`config.mk`:
```
export PLATFORM = sky130hd
export DESIGN_NAME = mealy_pattern_gen_flat
export DESIGN_NICKNAME = d
export VERILOG_FILES = /design/src/rtl/mealy_pattern_gen_if.sv /design/src/rtl/mealy_pattern_gen.sv /design/src/flat_wrapper.sv
export SDC_FILE = /design/constraint.sdc
export NUM_CORES = 1
export LEC_CHECK = 0
export ABC_AREA = 1
export CORE_MARGIN = 2
export CORE_UTILIZATION = 59
export DETAILED_ROUTE_END_ITERATION = 10
export GPL_TIMING_DRIVEN = 0
export PLACE_DENSITY = 0.89
export SYNTH_ARGS = -nofsm -noshare
export SYNTH_HDL_FRONTEND = slang
export SYNTH_SLANG_ARGS = --single-unit
```
`constraint.sdc`:
```
create_clock -name clk -period 2.5 [get_ports clk]
set_input_delay 0.5 -clock clk [delete_from_list [all_inputs] [get_ports clk]]
set_output_delay 0.5 -clock clk [all_outputs]
set_load 0.01 [all_outputs]
```
`src/rtl/mealy_pattern_gen_if.sv`:
```
`default_nettype none
// ============================================================================
// Module   : mealy_pattern_gen_if
// Brief    : Control/status bundle between a burst requester and the
//            serial pattern generator.
// Revision : 1.0 - initial release
// ============================================================================
interface mealy_pattern_gen_if #(
    parameter int CNT_WIDTH = 4
);
    logic                 start;
    logic [CNT_WIDTH-1:0] rep_count;
    logic                 abort;
    logic                 out_bit;
    logic                 out_valid;
    logic                 frame_start;
    logic                 busy;
    logic                 done;

    modport master (
        output start,
        output rep_count,
        output abort,
        input  out_bit,
        input  out_valid,
        input  frame_start,
        input  busy,
        input  done
    );

    modport slave (
        input  start,
        input  rep_count,
        input  abort,
        output out_bit,
        output out_valid,
        output frame_start,
        output busy,
        output done
    );
endinterface
`default_nettype wire

```
`src/rtl/mealy_pattern_gen.sv`:
```
`default_nettype none
// ============================================================================
// Module   : mealy_pattern_gen
// Brief    : Serial burst transmitter: repeats PATTERN MSB-first for a latched
//            number of frames, with GAP_BITS idle cycles between frames.
// Revision : 1.0 - initial release
// ============================================================================
module mealy_pattern_gen #(
    parameter int                   PAT_WIDTH  = 5,
    parameter logic [PAT_WIDTH-1:0] PATTERN    = 5'b11010,
    parameter int                   GAP_BITS   = 2,
    parameter logic                 IDLE_LEVEL = 1'b0,
    parameter int                   CNT_WIDTH  = 4
) (
    input  wire logic          clk,
    input  wire logic          reset,
    mealy_pattern_gen_if.slave bus
);

    localparam int                   c_IDX_W    = $clog2(PAT_WIDTH);
    localparam logic [c_IDX_W-1:0]   c_IDX_MSB  = c_IDX_W'(PAT_WIDTH - 1);
    localparam logic [3:0]           c_GAP_LOAD = (GAP_BITS > 0) ? 4'(GAP_BITS - 1) : 4'd0;
    localparam logic [CNT_WIDTH-1:0] c_ONE_FRM  = CNT_WIDTH'(1);

    localparam logic [1:0] c_ST_IDLE = 2'd0;
    localparam logic [1:0] c_ST_SEND = 2'd1;
    localparam logic [1:0] c_ST_GAP  = 2'd2;

    logic [1:0]           r_state;
    logic [1:0]           w_state_nxt;
    logic [c_IDX_W-1:0]   r_bit_idx;
    logic [c_IDX_W-1:0]   w_bit_idx_nxt;
    logic [3:0]           r_gap_cnt;
    logic [3:0]           w_gap_cnt_nxt;
    logic [CNT_WIDTH-1:0] r_frames_left;
    logic [CNT_WIDTH-1:0] w_frames_left_nxt;

    logic                 w_frame_edge;
    logic                 w_burst_end;

    logic                 r_out_bit;
    logic                 r_out_valid;
    logic                 r_frame_start;
    logic                 r_busy;
    logic                 r_done;
    logic                 w_out_bit_nxt;
    logic                 w_out_valid_nxt;
    logic                 w_frame_start_nxt;
    logic                 w_busy_nxt;
    logic                 w_done_nxt;

    // ------------------------------------------------------------------
    // State and output registers
    // ------------------------------------------------------------------
    always_ff @(posedge clk or posedge reset) begin
        if (reset) begin
            r_state       <= c_ST_IDLE;
            r_bit_idx     <= c_IDX_MSB;
            r_gap_cnt     <= 4'd0;
            r_frames_left <= '0;
            r_out_bit     <= IDLE_LEVEL;
            r_out_valid   <= 1'b0;
            r_frame_start <= 1'b0;
            r_busy        <= 1'b0;
            r_done        <= 1'b0;
        end else begin
            r_state       <= w_state_nxt;
            r_bit_idx     <= w_bit_idx_nxt;
            r_gap_cnt     <= w_gap_cnt_nxt;
            r_frames_left <= w_frames_left_nxt;
            r_out_bit     <= w_out_bit_nxt;
            r_out_valid   <= w_out_valid_nxt;
            r_frame_start <= w_frame_start_nxt;
            r_busy        <= w_busy_nxt;
            r_done        <= w_done_nxt;
        end
    end

    // ------------------------------------------------------------------
    // Next-state logic. r_frames_left counts the frame in flight, so a
    // value of one while on bit 0 marks the final frame of the burst.
    // ------------------------------------------------------------------
    always_comb begin
        w_state_nxt       = r_state;
        w_bit_idx_nxt     = r_bit_idx;
        w_gap_cnt_nxt     = r_gap_cnt;
        w_frames_left_nxt = r_frames_left;
        w_frame_edge      = 1'b0;
        w_burst_end       = 1'b0;

        case (r_state)
            c_ST_IDLE: begin
                if (!bus.abort && bus.start && (bus.rep_count != '0)) begin
                    w_state_nxt       = c_ST_SEND;
                    w_bit_idx_nxt     = c_IDX_MSB;
                    w_frames_left_nxt = bus.rep_count;
                    w_frame_edge      = 1'b1;
                end
            end

            c_ST_SEND: begin
                if (bus.abort) begin
                    w_state_nxt       = c_ST_IDLE;
                    w_bit_idx_nxt     = c_IDX_MSB;
                    w_frames_left_nxt = '0;
                end else if (r_bit_idx != '0) begin
                    w_bit_idx_nxt = r_bit_idx - 1'b1;
                end else if (r_frames_left > c_ONE_FRM) begin
                    w_frames_left_nxt = r_frames_left - 1'b1;
                    w_bit_idx_nxt     = c_IDX_MSB;
                    if (GAP_BITS > 0) begin
                        w_state_nxt   = c_ST_GAP;
                        w_gap_cnt_nxt = c_GAP_LOAD;
                    end else begin
                        w_frame_edge  = 1'b1;
                    end
                end else begin
                    w_state_nxt       = c_ST_IDLE;
                    w_bit_idx_nxt     = c_IDX_MSB;
                    w_frames_left_nxt = '0;
                    w_burst_end       = 1'b1;
                end
            end

            c_ST_GAP: begin
                if (bus.abort) begin
                    w_state_nxt       = c_ST_IDLE;
                    w_frames_left_nxt = '0;
                    w_gap_cnt_nxt     = 4'd0;
                end else if (r_gap_cnt == 4'd0) begin
                    w_state_nxt   = c_ST_SEND;
                    w_bit_idx_nxt = c_IDX_MSB;
                    w_frame_edge  = 1'b1;
                end else begin
                    w_gap_cnt_nxt = r_gap_cnt - 1'b1;
                end
            end

            default: begin
                w_state_nxt       = c_ST_IDLE;
                w_bit_idx_nxt     = c_IDX_MSB;
                w_gap_cnt_nxt     = 4'd0;
                w_frames_left_nxt = '0;
            end
        endcase
    end

    // ------------------------------------------------------------------
    // Output decode: computed from the upcoming state so every output
    // leaves a flop and lines up with the bit it describes.
    // ------------------------------------------------------------------
    always_comb begin
        w_busy_nxt        = (w_state_nxt != c_ST_IDLE);
        w_out_valid_nxt   = (w_state_nxt == c_ST_SEND);
        w_out_bit_nxt     = IDLE_LEVEL;
        w_frame_start_nxt = w_frame_edge;
        w_done_nxt        = w_burst_end;
        if (w_state_nxt == c_ST_SEND) begin
            w_out_bit_nxt = PATTERN[w_bit_idx_nxt];
        end
    end

    assign bus.out_bit     = r_out_bit;
    assign bus.out_valid   = r_out_valid;
    assign bus.frame_start = r_frame_start;
    assign bus.busy        = r_busy;
    assign bus.done        = r_done;

endmodule
`default_nettype wire

```
`src/flat_wrapper.sv`:
```
// flat-port wrapper written by rule: the top's interface ports become plain ports
module mealy_pattern_gen_flat 
#(
    parameter int                   PAT_WIDTH  = 5,
    parameter logic [PAT_WIDTH-1:0] PATTERN    = 5'b11010,
    parameter int                   GAP_BITS   = 2,
    parameter logic                 IDLE_LEVEL = 1'b0,
    parameter int                   CNT_WIDTH  = 4
)
  (clk, reset, bus_start, bus_rep_count, bus_abort, bus_out_bit, bus_out_valid, bus_frame_start, bus_busy, bus_done);
  mealy_pattern_gen_if #(.CNT_WIDTH(CNT_WIDTH)) bus_i ();
  input  wire logic clk;
  input  wire logic reset;
  input wire logic [$bits(bus_i.start)-1:0] bus_start;
  input wire logic [$bits(bus_i.rep_count)-1:0] bus_rep_count;
  input wire logic [$bits(bus_i.abort)-1:0] bus_abort;
  output wire logic [$bits(bus_i.out_bit)-1:0] bus_out_bit;
  output wire logic [$bits(bus_i.out_valid)-1:0] bus_out_valid;
  output wire logic [$bits(bus_i.frame_start)-1:0] bus_frame_start;
  output wire logic [$bits(bus_i.busy)-1:0] bus_busy;
  output wire logic [$bits(bus_i.done)-1:0] bus_done;
  assign bus_i.start = bus_start;
  assign bus_i.rep_count = bus_rep_count;
  assign bus_i.abort = bus_abort;
  assign bus_out_bit = bus_i.out_bit;
  assign bus_out_valid = bus_i.out_valid;
  assign bus_frame_start = bus_i.frame_start;
  assign bus_busy = bus_i.busy;
  assign bus_done = bus_i.done;
  mealy_pattern_gen #(.PAT_WIDTH(PAT_WIDTH), .PATTERN(PATTERN), .GAP_BITS(GAP_BITS), .IDLE_LEVEL(IDLE_LEVEL), .CNT_WIDTH(CNT_WIDTH)) u_core (.clk(clk), .reset(reset), .bus(bus_i));
endmodule
```
Word-level counts from Yosys, hierarchy flattened
Memories as Yosys holds them, arrays and structs flattened.
Cells that the tools add are included.

word-level totals
  flip-flop bits (word level) = 18
  bits in read-only memories = 8
  bits of input ports = 8
  output and inout port bits = 5
  word-level logic and storage cells = 71
  memories = 1

cells by class
  $add $sub $neg = 3
  $lt $le $gt $ge = 2
  equal/unequal tests = 10
  muxes and demuxes = 35
  bitwise operators = 1
  reduce and logical (&&, ||, !) cells = 10

memory list
  name              depth  bits a word  rd ports  clocked after Yosys merged registers in  write ports  line                      RTL
  (name not given)  8      1            1         0                                        0            mealy_pattern_gen.sv:159  w_out_bit_nxt = PATTERN[w_bit_idx_nxt];

operators by type and width
  kind                                                                          number
  4-bit two-way mux                                                             10
  4-bit case mux with 3 select lines                                            2
  3-bit two-way mux                                                             5
  2-bit two-way mux                                                             6
  1-bit two-way mux                                                             9
  3-bit case mux with 3 select lines                                            1
  4-bit by 1-bit subtractor with 4-bit output, second input constant            2
  2-bit != test, second input constant                                          3
  3-bit != test, second input constant                                          2
  2-bit case mux with 3 select lines                                            1
  5-bit AND reduction                                                           1
  2-bit by 1-bit == test with 1-bit output, second input constant               2
  4-bit by 1-bit > comparator with 1-bit output, second input constant          1
  4-bit zero test                                                               1
  3-bit by 4-bit less-than comparator with 1-bit output, second input constant  1
  2-bit by 1-bit != test with 1-bit output, second input constant               2
  4-bit nonzero test                                                            1
  3-bit AND reduction                                                           1
  3-bit nonzero test                                                            1
  3-bit by 1-bit subtractor with 3-bit output, second input constant            1
  2-bit == test, second input constant                                          1
  1-bit logical AND                                                             2
  2-bit zero test                                                               1
  1-bit case mux with 2 select lines                                            1
  3 further kinds                                                               3

Logic depth before layout (Yosys ltp)
Gate-level depths: netlist of the first run.

  word-level depth = 8
  mapped depth = 11

Worst setup path after synthesis of the first run
Ideal clock, no wire load.

  path type = register to register
  start point = register u_core.r_state[1]
  end point = register u_core.r_out_bit (netlist: u_core.bus.out_bit)
  data arrival time = 1315 ps
  slack = 1072 ps
  cell stages (with the launch flop) = 12
  buffers on the path = 1
  period minus slack after synthesis = 1428 ps
  cells stage by stage = dfrtp_1 -> inv_1 -> ha_1 -> buf_2 -> inv_1 -> nand2_1 -> a21oi_1 -> nand3_1 -> nor2_1 -> nand2_1 -> nand2_1 -> inv_1

between the ends
  word-level cells in the longest chain between the ends = 5
  elaborated cells on any way between the ends = 14
  classes of those cells = 3 x eq/ne; 9 x mux; 1 x reduce/logical; 1 x memory

RTL lines
  what                                                                                                        line                                                RTL
  start, declared                                                                                             mealy_pattern_gen.sv:29                             logic [1:0] r_state;
  start signal, assigned                                                                                      mealy_pattern_gen.sv:57                             r_state <= c_ST_IDLE;
  start signal, assigned                                                                                      mealy_pattern_gen.sv:67                             r_state <= w_state_nxt;
  2-bit == test, or another cell as far along                                                                 mealy_pattern_gen.sv:91                             case (r_state)
  3-bit case mux with 3 select lines, or another cell as far along                                            mealy_pattern_gen.sv:91
  memory read 8 x 1 bit / 2-bit case mux with 3 select lines (equally long branches)                          --
  1-bit two-way mux (not written as such) / 2-bit by 1-bit == test with 1-bit output (equally long branches)  mealy_pattern_gen.sv:159, mealy_pattern_gen.sv:158
  1-bit two-way mux (*)                                                                                       mealy_pattern_gen.sv:158                            if (w_state_nxt == c_ST_SEND) begin
  net u_core.w_out_bit_nxt                                                                                    mealy_pattern_gen.sv:46                             logic w_out_bit_nxt;
  end signal, assigned                                                                                        mealy_pattern_gen.sv:71                             r_out_bit <= w_out_bit_nxt;
  end, declared                                                                                               mealy_pattern_gen.sv:41                             logic r_out_bit;

Mark *: on every way through the listed nets, which the timed path passes. The rest lies on a longest branch. The select of a mux whose other input is x is not followed.
A chain may end at the register's enable or synchronous reset.

Final worst setup path of the first run
Same ends and word-level chain as after synthesis.

==> results of run 1 <==
[flip-flops by register name (all words and copies together), names as in the netlist]
signal,count
u_core.r_gap_cnt,4
u_core.r_frames_left,4
u_core.bus.busy,1
u_core.bus.done,1
u_core.bus.frame_start,1
u_core.bus.out_bit,1
u_core.r_state,2
u_core.bus.out_valid,1
u_core.r_bit_idx,3
[power breakdown]
| part | total [mW] | internal [mW] | switching (mW) |
|---|---|---|---|
| registers | 0.474 | 0.403 | 0.0701 |
| clock network | 0.181 | 0.0889 | 0.0923 |
| logic | 0.891 | 0.325 | 0.566 |
| total | 1.55 | 0.817 | 0.728 |
[area by class of cell]
type	count	area [um^2]
well taps	25	31.3
plain buffers	1	5.00
fillers	135	439
repair buffers	12	120
flip-flops and latches	18	452
multi-input cells	105	576
inverters	28	105
clock buffers	4	36.3
[worst max-delay path by stage]
stage,from,to,cells past startpoint
finish,u_core.r_state[1],u_core.bus.out_bit,11
CTS,u_core.bus.busy,bus_busy,1
floorplan,u_core.r_state[1],u_core.bus.out_bit,11
detailed placement,bus_abort,u_core.r_frames_left[0],7
global placement,bus_abort,u_core.r_frames_left[2],8
global route,u_core.r_state[1],u_core.r_frames_left[1],8
[routing by layer]
| layer | share of wire | up-vias |
|---|---|---|
| met2 | 0.50 | 50 |
| met1 | 0.40 | 474 |
| met3 | 0.066 | 10 |
| met5 | 0 | - |
| met4 | 0.027 | 0 |
| li1 | - | 512 |
[through the flow]
stage	std cells	hold slack [ns]	instance area (um^2)	utilization
detailed placement	189	0.490	1290	0.730
CTS	193	0.514	1330	0.751
global route	193	0.552	1330	0.751
global placement	189	0.477	1290	0.730
floorplan	152	0.438	1140	-
finish	193	0.513	1330	0.751
[layout by cell type, fill, tap and decap left out]
cell type | Yosys | layout
nand2_4 | 1 | 1
xor2_1 | 2 | 2
nand4_2 | 1 | 1
nor2_2 | 1 | 1
nand4_1 | 2 | 2
ha_1 | 8 | 8
buf_2 | 1 | 1
nand2_2 | 2 | 2
nand3_1 | 12 | 12
inv_2 | 4 | 4
nor2_4 | 1 | 1
clkbuf_4 | 0 | 3
clkdlybuf4s50_1 | 0 | 12
inv_1 | 24 | 24
a21oi_2 | 1 | 1
a22oi_1 | 1 | 1
dfstp_2 | 1 | 1
nand3b_1 | 1 | 1
o31ai_1 | 1 | 1
o21ai_1 | 4 | 4
o21ai_0 | 9 | 9
a21oi_1 | 4 | 4
nand3_2 | 2 | 2
dfrtp_1 | 17 | 17
nand2_1 | 38 | 38
clkbuf_8 | 0 | 1
nor2_1 | 14 | 14
[kinds of logic after synthesis]
family / synth area share
adders and majority gates: 0.0880
AOI/OAI and AO/OA: 0.0957
xor gates and xnor gates: 0.0154
buffers and inverters: 0.0968
DFF: 0.397
and+or+nand+nor: 0.307
[worst min-delay path: cells and delay by family, from the launching register on]
kind | cells | cell delay [ns]
DFF | 1 | 0.36
and+or+nand+nor | 1 | 0.05
AOI/OAI and AO/OA | 1 | 0.07
==> out/qor.csv, run 1 <==
stage,metric,value,unit
hold_path,hold_end,u_core.r_gap_cnt[1],
die,initial_core_util,0.645,
setup_path,worst_r2r_path_depth,11,
synth,syn-num-nets,168,
grt,grt_max_degree,19,
sta,max_freq,593,MHz
die,core_area,1760,um^2
route,routed_wirelength,2.52,mm
power_and_ir_drop,design_power_total,1.55,mW
setup_path,critPathLaunchType,flop,
clock_tree,clock_latency,0.30,ns
grt,grt.busiest_layer,met2,
clock_tree,clockBufferDepth,2,
final_layout,nNetsFinal,185,
synth,async_flop_share,1.00,
setup_path,timing.rr.start,u_core.r_state[1],
die,rows,15,
clock_tree,cts.hold.buffers_added,0,
setup_path,r2r_end,u_core.bus.out_bit,
grt,grt_use_met2,0.475,
setup_path,rrSetupSlack,0.81,ns
clock_tree,cts_root_buf,clkbuf_4,
synth,synthCells,152,
grt,use_met1,0.293,
sta,setup_viol,0,
route,via_per_inst,5.42,
synth,yosysMostFrequentCell,nand2_1,
synth,synth_top_cells_by_count,"nand2_1 (38), inv_1 (24), dfrtp_1 (17), nor2_1 (14), nand3_1 (12)",
hold_path,hold_depth,2,
synth,yosysSeqAreaShare,0.397,
setup_path,crit_path_top_delay_cell,dfrtp_1,
synth,yosys.area.top_type,dfrtp_1,
grt,grt_pass1_wl,4.02,mm
clock_tree,post_cts_buffers,0,
sta,period_share,0.674,
synth,syn_area_per_cell,7.48,um^2
placed_design,port_buffers,12,
sta,finalWorstSetupSlack,0.815,ns
synth,ys_ff_latch,18,
run_status,outcome,"complete, no violations",
sta,fin_crit,1.69,ns
synth,ys_types,24,
route,drt-wirelength-per-cell,13.1,um
clock_tree,cts_tree,done,
route,via_count,1046,
final_layout,drive_gt1_frac,0.113,
grt,global_route.usage.met3,0.0528,
sta,slew_violations,0,
route,final_antenna_net_count,0,
setup_path,cp_cell_sequence,"inv_1, ha_1, buf_2, inv_1, nand2_1, a21oi_1, nand3_1, nor2_1, nand2_1, nand2_1, inv_1",
job,cap_violations,0,
sta,worst_pin_slew,0.673,ns
synth,synth_edf_count,0,
clock_tree,clk_pin_slew,0.10,ns
setup_path,critPathCaptureType,flop,
setup_path,worst-path-buf-inv,4,
hold_path,hold_path.startpoint,u_core.r_gap_cnt[1],
placed_design,dp_hpwl,1.96,mm
setup_path,cp.required,2.70,ns
clock_tree,numCtsBuffers,3,
clock_tree,cts_resized,0,
grt,grt_overflow,0,
die,dieArea,2290,um^2
die,die_w,47.9,um
synth,synth_area,1140,um^2
synth,yosysWarnings,0,
die,die_h,47.9,um
route,dr.pass1.iters,4,
sta,fin_setup_tns,0,ns
setup_path,cpPeakStageDelay,0.44,ns
placed_design,post-place-ws,0.561,ns
synth,synth_top_cells_by_area,"dfrtp_1 (37%), nand2_1 (13%), ha_1 (8.8%), inv_1 (7.9%), nand3_1 (5.3%)",
sta,rsz0062_at_grt,false,
synth,synth.top_cell.area_share,0.374,
sta,hold_viol,0,
route,drtIter0Drc,72,
route,drc,0,
power_and_ir_drop,power.density,1170,nW/um^2
sta,slew_headroom,0.551,
final_layout,area_growth,16.5,%
clock_tree,htreeDepth,1,
placed_design,place_congestion,0.895,
setup_path,crit_family,simple AND/OR/NAND/NOR gates,
grt,globalRouteTotalUtil,0.257,
hold_path,hold_path.class,flop to flop,
synth,synth-main-ff-cell,dfrtp_1,
setup_path,crit_arrival,1.89,ns
setup_path,critPathMaxFanout,10,
power_and_ir_drop,ir_drop,0.786,mV
die,ios,13,
sta,skew,0.00802,ns
setup_path,path_class,flop to flop,
grt,antenna_found_initial,0,
grt,grt_pass1_vias,950,
power_and_ir_drop,p_leak,0.687,nW
clock_tree,cts_sinks,18,
final_layout,n_antenna_cell,0,
No activity file was read; power rests on OpenSTA's default activity.
==> run 2, diff against run 1 <==
--- a/config.mk
+++ b/config.mk
@@ -7,10 +7,10 @@
 export LEC_CHECK = 0
 export ABC_AREA = 1
 export CORE_MARGIN = 2
-export CORE_UTILIZATION = 59
+export CORE_UTILIZATION = 54
 export DETAILED_ROUTE_END_ITERATION = 10
 export GPL_TIMING_DRIVEN = 0
-export PLACE_DENSITY = 0.89
+export PLACE_DENSITY = 0.83
 export SYNTH_ARGS = -nofsm -noshare
 export SYNTH_HDL_FRONTEND = slang
 export SYNTH_SLANG_ARGS = --single-unit
==> constraint.sdc (replaced) <==
create_clock -name clk -period 1.6 [get_ports clk]
set_input_delay 0.32 -clock clk [delete_from_list [all_inputs] [get_ports clk]]
set_output_delay 0.32 -clock clk [all_outputs]
set_load 0.01 [all_outputs]
==> run 2 against run 1 <==
The flow now finishes with violations (DRC). Core utilization fell by 3.4 points. Clock power up 57%. Critical path type unchanged. Final cell count is 2.1% higher. Non-clock buffer count up 2. Maximum frequency up 7.1%. Worst hold slack got worse by 0.10 ns.
==> out/qor.csv, run 2 (synthesis results as in run 1) <==
stage,metric,value,unit,change
grt,grt_pass1_wl,4.01,mm,-0.17%
route,drtIter0Drc,38,,-47%
sta,max_freq,636,MHz,+7.1%
setup_path,cp_cell_sequence,"inv_2, ha_4, inv_2, nor2_4, nand3_4, nand3_1, nand2_2, nor2_4, nand2_1, inv_1",,
route,dr.pass1.iters,9,,+5
power_and_ir_drop,seq_power_share,0.281,,-0.025
grt,globalRouteTotalUtil,0.214,,-0.0431
clock_tree,cts_root_buf,clkbuf_4,,
clock_tree,clk_pin_slew,0.11,ns,about the same
sta,holdWs,0.412,ns,-0.101 ns
die,initial_core_util,0.574,,-0.0708
placed_design,dp_hpwl,1.78,mm,-8.9%
sta,slew_violations,0,,unchanged
setup_path,path_class,flop to flop,,
sta,setup_viol,0,,unchanged
power_and_ir_drop,intPower,1.40,mW,+71%
setup_path,critPathLaunchType,flop,,
setup_path,critPathMaxFanout,4,,-6
grt,grt_overflow,0,,unchanged
route,drt-wirelength-per-cell,13.1,um,+0.19%
clock_tree,cts.hold.buffers_added,0,,unchanged
die,ios,13,,unchanged
clock_tree,clock_latency,0.29,ns,about the same
final_layout,mostFrequentLayoutCell,nand2_1,,
sta,finalWorstSetupSlack,0.0269,ns,-0.788 ns
route,routed_wirelength,2.58,mm,+2.3%
sta,skew,0.00269,ns,-0.00533 ns
final_layout,final_cell_mix,"nand2_1 (37), inv_1 (21), dfrtp_1 (17)",,
placed_design,post-place-ws,-0.214,ns,-0.775 ns
power_and_ir_drop,p_clk_frac,0.109,,-0.008
sta,hold_viol,0,,unchanged
die,die_w,49.9,um,+4.2%
power_and_ir_drop,power.switching,1.22,mW,+68%
power_and_ir_drop,sw_frac_of_total,0.466,,-0.00542
route,drc,1,,+1
grt,antenna_found_initial,0,,unchanged
final_layout,instances_no_fill,197,,+2.1%
sta,fin_crit,1.57,ns,-0.112 ns
power_and_ir_drop,p_leak,0.709,nW,+3.3%
route,final_antenna_net_count,0,,unchanged
die,die_h,49.9,um,+4.2%
clock_tree,numCtsBuffers,3,,unchanged
route,via_count,1032,,-1.3%
final_layout,top_regs,"u_core.r_frames_left: 4 flops, u_core.r_gap_cnt: 4 flops, u_core.r_bit_idx: 3 flops",,
clock_tree,htreeDepth,1,,unchanged
power_and_ir_drop,design_power_total,2.62,mW,+70%
die,core_area,1980,um^2,+12%
job,cap_violations,0,,unchanged
setup_path,cpPeakStageDelay,0.42,ns,-0.02 ns
setup_path,crit_path_top_delay_cell,dfrtp_1,,
die,dieArea,2490,um^2,+8.5%
placed_design,place_congestion,0.894,,-0.13%
grt,grt_max_degree,19,,unchanged
grt,grt_pass1_vias,983,,+3.5%
final_layout,n_antenna_cell,0,,unchanged
route,via_per_inst,5.24,,-3.3%
power_and_ir_drop,ir_drop,1.00,mV,+28%
power_and_ir_drop,power.density,1840,nW/um^2,+58%
final_layout,nNetsFinal,187,,+1.1%
power_and_ir_drop,combPwrFrac,0.611,,+0.035
sta,worst_pin_slew,0.676,ns,+0.00211 ns
placed_design,placedCellCount,191,,+1.1%
clock_tree,cts_tree,done,,
sta,period_share,0.983,,+0.309
die,rows,16,,+1
setup_path,cp.required,1.84,ns,-0.86 ns
clock_tree,cts_sinks,18,,unchanged
final_layout,drive_gt1_frac,0.188,,+0.0751
placed_design,port_buffers,12,,unchanged
setup_path,crit_arrival,1.81,ns,-0.08 ns
setup_path,critPathCaptureType,flop,,
final_layout,area_growth,25.0,%,
sta,slew_headroom,0.549,,-0.00141
run_status,violations,DRC,,
hold_path,hold_path.class,input pin to async pin,,
run_status,outcome,"finished, violations left",,
clock_tree,clockBufferDepth,2,,unchanged
==> run 2: cell count changes in the layout (fill, tap and decap cells not counted), sizes merged <==
| cell | delta |
|---|---|
| buf | +2 |
==> run 2: stage by stage <==
| stage | setup TNS [ns] | cell area (um^2) | util |
|---|---|---|---|
| floorplan | 0 | 1140 | - |
| global placement | -0.413 | 1290 | 0.652 |
| detailed placement | -0.981 | 1290 | 0.652 |
| CTS | -0.00901 | 1330 | 0.671 |
| global route | -0.0682 | 1420 | 0.717 |
| finish | 0 | 1420 | 0.717 |
==> run 2: power groups by stage <==
stage / Combinational [mW] / Sequential, mW / Clock [mW]
2_1_floorplan: 1.00 / 0.740 / 0
3_3_place_gp: 1.28 / 0.735 / 0
3_5_place_dp: 1.33 / 0.746 / 0
4_1_cts: 1.35 / 0.737 / 0.295
5_1_grt: 1.78 / 0.751 / 0.310
6_report: 1.60 / 0.735 / 0.285
==> run 2: routing by layer <==
metal | up-vias | share of wire | GRT usage
met5 | - | 0 | 0
met4 | 0 | 0.015 | 0.139
met3 | 4 | 0.051 | 0.0394
met2 | 37 | 0.52 | 0.384
met1 | 477 | 0.41 | 0.226
li1 | 514 | - | -
==> run 2: cell type report <==
cell class	count	area, um^2
multi-input combinational	105	652
fill	151	561
sequential	18	452
timing repair buffer	15	143
inverter	28	105
clock buffer	4	36.3
tap	27	33.8
==> run 2: path summary, 6_finish.rpt <==
path	startpoint	to	slack, ns	depth (start not counted)
setup / recovery	u_core.r_state[0]	u_core.bus.out_bit	0.03	10
hold / removal	reset	u_core.r_gap_cnt[3]	0.41	2
setup reg to reg	u_core.r_state[0]	u_core.bus.out_bit	0.03	10
hold reg to reg	u_core.r_gap_cnt[1]	u_core.r_gap_cnt[1]	0.51	2
max in group asynchronous	reset	u_core.r_gap_cnt[2]	0.76	2
min in group clk	u_core.r_gap_cnt[1]	u_core.r_gap_cnt[1]	0.51	2
==> run 2: repair_timing <==
item,4_1_cts,5_1_grt
setup buffers,0,3
pin swaps,0,3
resized for setup,3,16
setup endpoints to repair,5,12
==> run 2: worst max-delay path: cells and delay by family, from the launching register on <==
kind          cells  cell delay, ns
fa+ha+maj         1            0.17
buf+inv           3            0.23
flops             1            0.42
simple gates      6            0.69
